<file path="config.mk">
export PLATFORM = sky130hd
export DESIGN_NAME = aes256_stream_adapter
export DESIGN_NICKNAME = d
export VERILOG_FILES = /design/src/rtl/aes256_pkg.sv /design/src/rtl/aes256_block_serializer.sv /design/src/rtl/aes256_stream_adapter.sv
export SDC_FILE = /design/constraint.sdc
export NUM_CORES = 1
export LEC_CHECK = 0
export ABC_AREA = 1
export BUFFER_PORTS_ARGS = -buffer_cell sky130_fd_sc_hd__buf_2
export CAP_MARGIN = 25
export CORE_MARGIN = 2
export CORE_UTILIZATION = 61
export CTS_CLUSTER_DIAMETER = 40
export DETAILED_ROUTE_END_ITERATION = 8
export PLACE_DENSITY = 0.85
export SLEW_MARGIN = 30
export SYNTH_ARGS = -nofsm -noshare
export SYNTH_HDL_FRONTEND = slang
export SYNTH_SLANG_ARGS = --single-unit
</file>
<file path="constraint.sdc">
create_clock -name clk -period 34.7 [get_ports clk]
set_clock_uncertainty 0.05 [all_clocks]
set_input_delay 3.47 -clock clk [delete_from_list [all_inputs] [get_ports clk]]
set_output_delay 3.47 -clock clk [all_outputs]
set_load 0.03 [all_outputs]
</file>
<file path="src/rtl/aes256_pkg.sv">
// Shared definitions for the AES-256 word-stream adapter: block width,
// core-control FSM states and the words-per-block helper.
package aes256_pkg;

  localparam int BLOCK_W = 128;

  typedef enum logic [1:0] {
    IDLE       = 2'd0,
    WAIT       = 2'd1,
    DRAIN_HOLD = 2'd2
  } core_state_t;

  // Number of stream words that make up one 128-bit block.
  function automatic int words_f(input int word_w);
    return BLOCK_W / word_w;
  endfunction

endpackage

</file>
<file path="src/rtl/aes256_block_serializer.sv">
// Output half of the AES-256 stream adapter: holds one result block and
// drains it as WORD_W-bit words, most significant word first, under a
// valid/ready handshake. Data and valid stay put while the sink stalls.
module aes256_block_serializer
  import aes256_pkg::*;
#(
  parameter int WORD_W = 32
) (
  input  logic               clk,
  input  logic               rst,
  input  logic               load_i,
  input  logic [BLOCK_W-1:0] load_data_i,
  output logic               full_o,
  output logic [WORD_W-1:0]  m_data_o,
  output logic               m_valid_o,
  input  logic               m_ready_i
);

  localparam int WORDS = words_f(WORD_W);
  localparam int CNT_W = (WORDS > 1) ? $clog2(WORDS) : 1;

  logic [BLOCK_W-1:0] out_buf;
  logic [CNT_W-1:0]   out_cnt;
  logic               out_full;
  logic               fire;
  logic               last;

  assign fire = out_full && m_ready_i;
  assign last = (out_cnt == CNT_W'(WORDS - 1));

  // Load a finished block, then step through its words on each accepted handshake.
  always_ff @(posedge clk or posedge rst) begin
    if (rst) begin
      out_buf  <= '0;
      out_cnt  <= '0;
      out_full <= 1'b0;
    end else if (load_i) begin
      out_buf  <= load_data_i;
      out_cnt  <= '0;
      out_full <= 1'b1;
    end else if (fire) begin
      if (last) begin
        out_cnt  <= '0;
        out_full <= 1'b0;
      end else begin
        out_cnt <= out_cnt + 1'b1;
      end
    end
  end

  // Present the current word; word 0 is the top slice of the block.
  always_comb begin
    m_data_o = out_buf[BLOCK_W - 1 - int'(out_cnt) * WORD_W -: WORD_W];
  end

  assign m_valid_o = out_full;
  assign full_o    = out_full;

endmodule

</file>
<file path="src/rtl/aes256_stream_adapter.sv">
// Word-serial front end for the AES-256 core. Packs WORD_W-bit words into
// 128-bit blocks, issues each block with a one-cycle start pulse, captures
// the result and hands it to the serializer. The input side refills while
// the core runs and the previous result drains.
// Optional feature macro: AES_CBC_EN (CBC chaining with IV load ports);
// without it the adapter runs ECB and the IV ports are absent.
module aes256_stream_adapter
  import aes256_pkg::*;
#(
  parameter int WORD_W = 32
) (
  input  logic               clk,
  input  logic               rst,
`ifdef AES_CBC_EN
  input  logic [BLOCK_W-1:0] iv_i,
  input  logic               iv_load_i,
`endif
  input  logic               mode_i,
  input  logic [WORD_W-1:0]  s_data_i,
  input  logic               s_valid_i,
  output logic               s_ready_o,
  output logic [WORD_W-1:0]  m_data_o,
  output logic               m_valid_o,
  input  logic               m_ready_i,
  output logic               core_start_o,
  output logic               core_mode_o,
  output logic [BLOCK_W-1:0] core_data_o,
  input  logic [BLOCK_W-1:0] core_data_i,
  input  logic               core_valid_i,
  input  logic               core_busy_i
);

  localparam int WORDS = words_f(WORD_W);
  localparam int CNT_W = (WORDS > 1) ? $clog2(WORDS) : 1;

  core_state_t        state;
  logic [BLOCK_W-1:0] in_buf;
  logic [BLOCK_W-1:0] in_shift;
  logic [CNT_W-1:0]   in_cnt;
  logic               in_full;
  logic               out_full;
  logic               issue;
  logic               load;
  logic [BLOCK_W-1:0] issue_data;
  logic [BLOCK_W-1:0] result;
  logic [BLOCK_W-1:0] hold_buf;
  logic [BLOCK_W-1:0] load_data;

  assign s_ready_o = !in_full;
  assign issue     = (state == IDLE) && in_full && !out_full && !core_busy_i;
  assign load      = ((state == WAIT) && core_valid_i && !out_full) ||
                     ((state == DRAIN_HOLD) && !out_full);
  assign load_data = (state == DRAIN_HOLD) ? hold_buf : result;

  generate
    if (WORDS == 1) begin : g_one_word
      assign in_shift = s_data_i;
    end else begin : g_multi_word
      assign in_shift = {in_buf[BLOCK_W-WORD_W-1:0], s_data_i};
    end
  endgenerate

`ifdef AES_CBC_EN
  logic [BLOCK_W-1:0] chain;
  logic [BLOCK_W-1:0] chain_next;

  // Encrypt whitens the plaintext with the chain; decrypt sends ciphertext as-is.
  assign issue_data = mode_i ? in_buf : (in_buf ^ chain);
  // Decrypt unwhitens with the previous ciphertext, still in chain at capture.
  assign result     = core_mode_o ? (core_data_i ^ chain) : core_data_i;

  // Chain register: IV load between blocks, advance on every core result.
  always_ff @(posedge clk or posedge rst) begin
    if (rst) begin
      chain      <= '0;
      chain_next <= '0;
    end else begin
      if (issue) begin
        chain_next <= in_buf;
      end
      if ((state == WAIT) && core_valid_i) begin
        chain <= core_mode_o ? chain_next : core_data_i;
      end else if (iv_load_i && (state == IDLE) && (in_cnt == '0) && !in_full) begin
        chain <= iv_i;
      end
    end
  end
`else
  assign issue_data = in_buf;
  assign result     = core_data_i;
`endif

  // Input packer: shift words in, flag a full block, free it on issue.
  always_ff @(posedge clk or posedge rst) begin
    if (rst) begin
      in_buf  <= '0;
      in_cnt  <= '0;
      in_full <= 1'b0;
    end else if (s_valid_i && !in_full) begin
      in_buf <= in_shift;
      if (in_cnt == CNT_W'(WORDS - 1)) begin
        in_cnt  <= '0;
        in_full <= 1'b1;
      end else begin
        in_cnt <= in_cnt + 1'b1;
      end
    end else if (issue) begin
      in_full <= 1'b0;
    end
  end

  // Core control FSM with registered start, mode and block outputs.
  always_ff @(posedge clk or posedge rst) begin
    if (rst) begin
      state        <= IDLE;
      core_start_o <= 1'b0;
      core_mode_o  <= 1'b0;
      core_data_o  <= '0;
      hold_buf     <= '0;
    end else begin
      core_start_o <= 1'b0;
      unique case (state)
        IDLE: begin
          if (issue) begin
            core_data_o  <= issue_data;
            core_mode_o  <= mode_i;
            core_start_o <= 1'b1;
            state        <= WAIT;
          end
        end
        WAIT: begin
          if (core_valid_i) begin
            if (out_full) begin
              hold_buf <= result;
              state    <= DRAIN_HOLD;
            end else begin
              state <= IDLE;
            end
          end
        end
        DRAIN_HOLD: begin
          if (!out_full) begin
            state <= IDLE;
          end
        end
        default: state <= IDLE;
      endcase
    end
  end

  aes256_block_serializer #(
    .WORD_W (WORD_W)
  ) u_serializer (
    .clk         (clk),
    .rst         (rst),
    .load_i      (load),
    .load_data_i (load_data),
    .full_o      (out_full),
    .m_data_o    (m_data_o),
    .m_valid_o   (m_valid_o),
    .m_ready_i   (m_ready_i)
  );

endmodule

</file>
After elaboration in Yosys (flattened, before gate mapping)
Index checks and enable logic that the tools add are counted.
W data, S select, Z words.
- equal/unequal tests: 8
- shifts and indexed selects: 1
- add/subtract/negate cells: 3
- reductions and logical operators: 21
- mux-type cells: 18
- operators by type and width (cell ; count):
    $shiftx A159 B32 Y32 ; 1
    $mux W128 ; 1
    $mux W2 ; 8
    $logic_and A1 B1 Y1 ; 8
    $mux W1 ; 8
    $sub A7 B7 Y8 const A ; 1
    $eq A2 B2 Y1 const B ; 3
    $ne A2 B2 Y1 const B ; 3
    $pmux W2 S3 ; 1
    $reduce_and A2 Y1 ; 3
    $reduce_and A3 Y1 ; 2
    $reduce_bool A2 Y1 ; 3
    $add A2 B1 Y2 const B ; 2
    $logic_not A1 Y1 ; 3
    $eq A2 B1 Y1 const B ; 1
    $logic_not A2 Y1 ; 1
    $ne A2 B1 Y1 const B ; 1
    $logic_or A1 B1 Y1 ; 1
- output and inout bits: 164
- register bits: 522
- input bits: 167
- logic and storage cells: 62

Depth between registers and ports, before layout
- depth in word-level cells: 6
- mapped depth: 8
- mapped depth without buffers: 6

By module
Synthesis repeated with hierarchy kept, for this count alone.
- cell total of the unflattened synthesis: 2718
- area total of the unflattened synthesis: 22693.0 um^2
- modules (own cells, without submodules) (module ; cells each ; sequential area each (um^2) ; area each (um^2) ; instances):
    aes256_stream_adapter ; 1913 ; 9784.4 ; 16477.1 ; 1
    aes256_block_serializer ; 805 ; 3278.1 ; 6216.0 ; 1

Worst setup path before layout
OpenSTA, ideal clock, no wires.
- path type: register -> output
- from: register u_serializer.out_cnt[0]
- to: output port m_data_o[10]
- path buffers: 2
- required time: 31180 ps
- arrival: 1549 ps
- setup slack: 29631 ps
- stages on the path, launching flop included: 6
- cells stage by stage: dfrtp_1 > inv_1 > clkbuf_1 > clkbuf_1 > nor2_1 > o22ai_1
- cells in the longest elaborated chain, start to end: 2
- RTL lines (item ; RTL line ; text):
    start: declaration ; aes256_block_serializer.sv:23 ; logic [CNT_W-1:0] out_cnt;
    start signal: assignment ; aes256_block_serializer.sv:46 ; out_cnt <= out_cnt + 1'b1;
    $sub A7 B7 Y8 ; aes256_block_serializer.sv:53 ; m_data_o = out_buf[BLOCK_W - 1 - int'(out_cnt) * WORD_W -: WORD_W];
    $shiftx A159 B32 Y32 ; aes256_block_serializer.sv:53 ;
    end: declaration ; aes256_stream_adapter.sv:22 ; output logic [WORD_W-1:0] m_data_o,
No other way between the ends.

Worst setup path in the final report
- from: register u_serializer.out_cnt[0]
- to: output port m_data_o[5]
Same word-level chain as after synthesis.

==> results.md <==
* Final WL at 57.9 mm
* Crit-path most repeated cell: buf_4
* Vias in the first global route at 17600
* Clk sinks at 522
* EDFF count, synth at 0
* RSZ-0062 raised after global routing: false
* Worst-path fanout max at 65
* Pin count of the biggest net entering global routing at 249
* Post-CTS resize count at 0
* Setup TNS at 0 ns
* First-pass GRT wire length at 90.8 mm
* Worst setup path class: flop to output pin
* Worst skew pair latency at 0.59 ns
* Pwr dens at 106 nW/um2
* Syn nets at 2732
* Slew @ Worst Pin at 0.932 ns
* Yosys reg bits at 522
* Ports at 331
* Dpl hpwl at 37.5 mm
* Crit. End Element: output pin
* Asr flop ratio synth at 1.00
* Reg2reg setup slack at 31.29 ns
* Crit. path cell count at 6
* Fin. max-slew vios at 0
* Top-count cell post-synth: nand2_1
* Hold_buf cts at 0
* Synth unique cells at 20
* Hold WC Path Type: flop to flop
* Peak supply drop at 0.0971 mV
* PortBufs at 330
* Initial antenna violation count at 5
* Setup WS post-layout at 28.21 ns
* Syn Std Cell Area at 21700 um2
* Layout Area Growth over Synthesis at 18.3%
* CP bufs+invs at 4
* Setup Fix Bufs, Post-CTS at 0
* Layout cells sized above 1 at 0.164
* CTS H-tree depth at 3
* Fin crit period at 6.49 ns
* CP startpoint kind: flop
* # setup viols final at 0
* DRC viols at 0
* Yosys top cell by area: dfrtp_1
* Main synth FF type: dfrtp_1
* Placed cells at 3210
* Post-route clock period utilization at 0.187
* Max stage delay on crit path at 0.64 ns
* DR WL/cell at 17.4 um
* Post-synthesis sequential area ratio at 0.602
* Yosys warning count at 0
* Post-Syn Instances at 2563
* CP required at 31.18 ns
* Gr ovfl total at 0
* Core ar. at 35300 um2
* Nets@finish at 2987
* Top Family by Delay on Critical Path: buffers and inverters
* FF-to-FF path depth at 5
* Cts bufs inserted at 67
* Root Driver: clkbuf_16
* Slowest CP cell: dfrtp_2
* DIE WIDTH at 193 um
* Die ar. at 37100 um2
* Starting Density at 0.615
* Status: complete, no violations
* Top cells by area, synth: dfrtp_1 (60%), nand2_1 (17%), o21ai_0 (9.4%), inv_1 (3.9%), o21ai_1 (2.1%)
* Fin cells at 3335
* Routed via count at 18200
* Commonest cells post-synth: nand2_1 (967), dfrtp_1 (522), o21ai_0 (409)
* Static Leak at 13.6 nW
* Setup WS pre-CTS at 28.51 ns
* WP data arrival at 2.97 ns
* Hold depth at 2
* Clk slew on worst S/H paths at 0.05 ns
* Detail Route Antenna Nets at 0
* GRT Total Usage at 0.317
* CP cell instances: buf_4 > inv_1 > buf_4 > o21ai_0 > o22ai_1 > buf_2
* Syn_area_per_cell at 8.47 um2
* Slew headroom at 0.378
* Vias per cell at 5.45
* GP Congestion at 1.02
* Max-Cap Viols at 0
* Drt initial violations at 1467
* Die H at 193 um
* Final hold viol count at 0
* # rows at 69
* CTS Buffer Depth at 3
* TritonCTS clock tree: done
* Max Clock Freq at 154 MHz
* Post-synth top area share at 0.602
* TritonRoute pass-1 iters at 6
registers in the layout, summed over array words and instances, names as in the netlist, 2 cells and up:
name,cells
state,2
u_serializer.out_buf,128
hold_buf,128
in_buf,128
u_serializer.out_cnt,2
in_cnt,2
core_data_o,128
placed cells by master, fill, tap and decap left out, drive strengths merged:
master    count
o21ai       500
bufinv        5
dfrtp       522
nand3        11
nand4         3
clkbuf       86
clkinv       12
inv         244
nor3          1
o22ai        32
clkinvlp      4
ha            2
diode         2
a21oi        35
nand2       970
buf         345
nor2        100
worst paths after layout:
path / startpoint / endpoint
max: u_serializer.out_cnt[0] / m_data_o[5]
min: in_buf[107] / core_data_o[107]
max reg2reg: u_serializer.full_o / core_data_o[19]
min reg2reg: in_buf[107] / core_data_o[107]
max in group asynchronous: rst / core_data_o[91]
min in group asynchronous: rst / hold_buf[114]
logic make-up (layout without fill, tap and decap cells):
group           Yosys count  after routing  share of synthesized area
fa+ha+maj                 2              2                    0.00115
simple gates           1085           1085                      0.189
flops                   522            522                      0.602
buf+inv                 387            696                     0.0749
other cells               0              2                          0
compound gates          567            567                      0.133
final cells by class:
type	instances	area, um2
fill	2577	9640
sequential	522	13100
multi-input combinational	1654	7060
tap	461	577
clock buffer	86	1860
inverter	228	868
clock inverter	37	408
antenna	2	5.00
timing repair buffer	345	1820
layer usage:
layer  vias to the layer above  wire (um)  GRT usage
met5                         -         46          0
li1                       8564          -          -
met4                         6       3370      0.175
met2                       714      27400      0.502
met1                      8716      21800      0.394
met3                       183       5250     0.0937
metrics by stage:
stage               power, mW  hold slack [ns]  cell area (um2)  utilization
floorplan                1.71            0.387            21700            -
global placement         1.96            0.401            23300        0.661
detailed placement       2.01            0.408            23400        0.662
CTS                      2.73            0.418            25600        0.726
global route             2.90            0.441            25700        0.727
finish                   2.73            0.420            25700        0.727
worst min-delay path: stages, from the launching register on:
cell and delay (ns):
dfrtp_1 0.34, nand2_1 0.05, nand2_1 0.05
power breakdown:
part	internal, mW	switching, mW	total [mW]
combinational	0.270	0.678	0.948
clock	0.424	0.275	0.699
sequential	0.898	0.187	1.08
(Power assumes the default switching activity.)
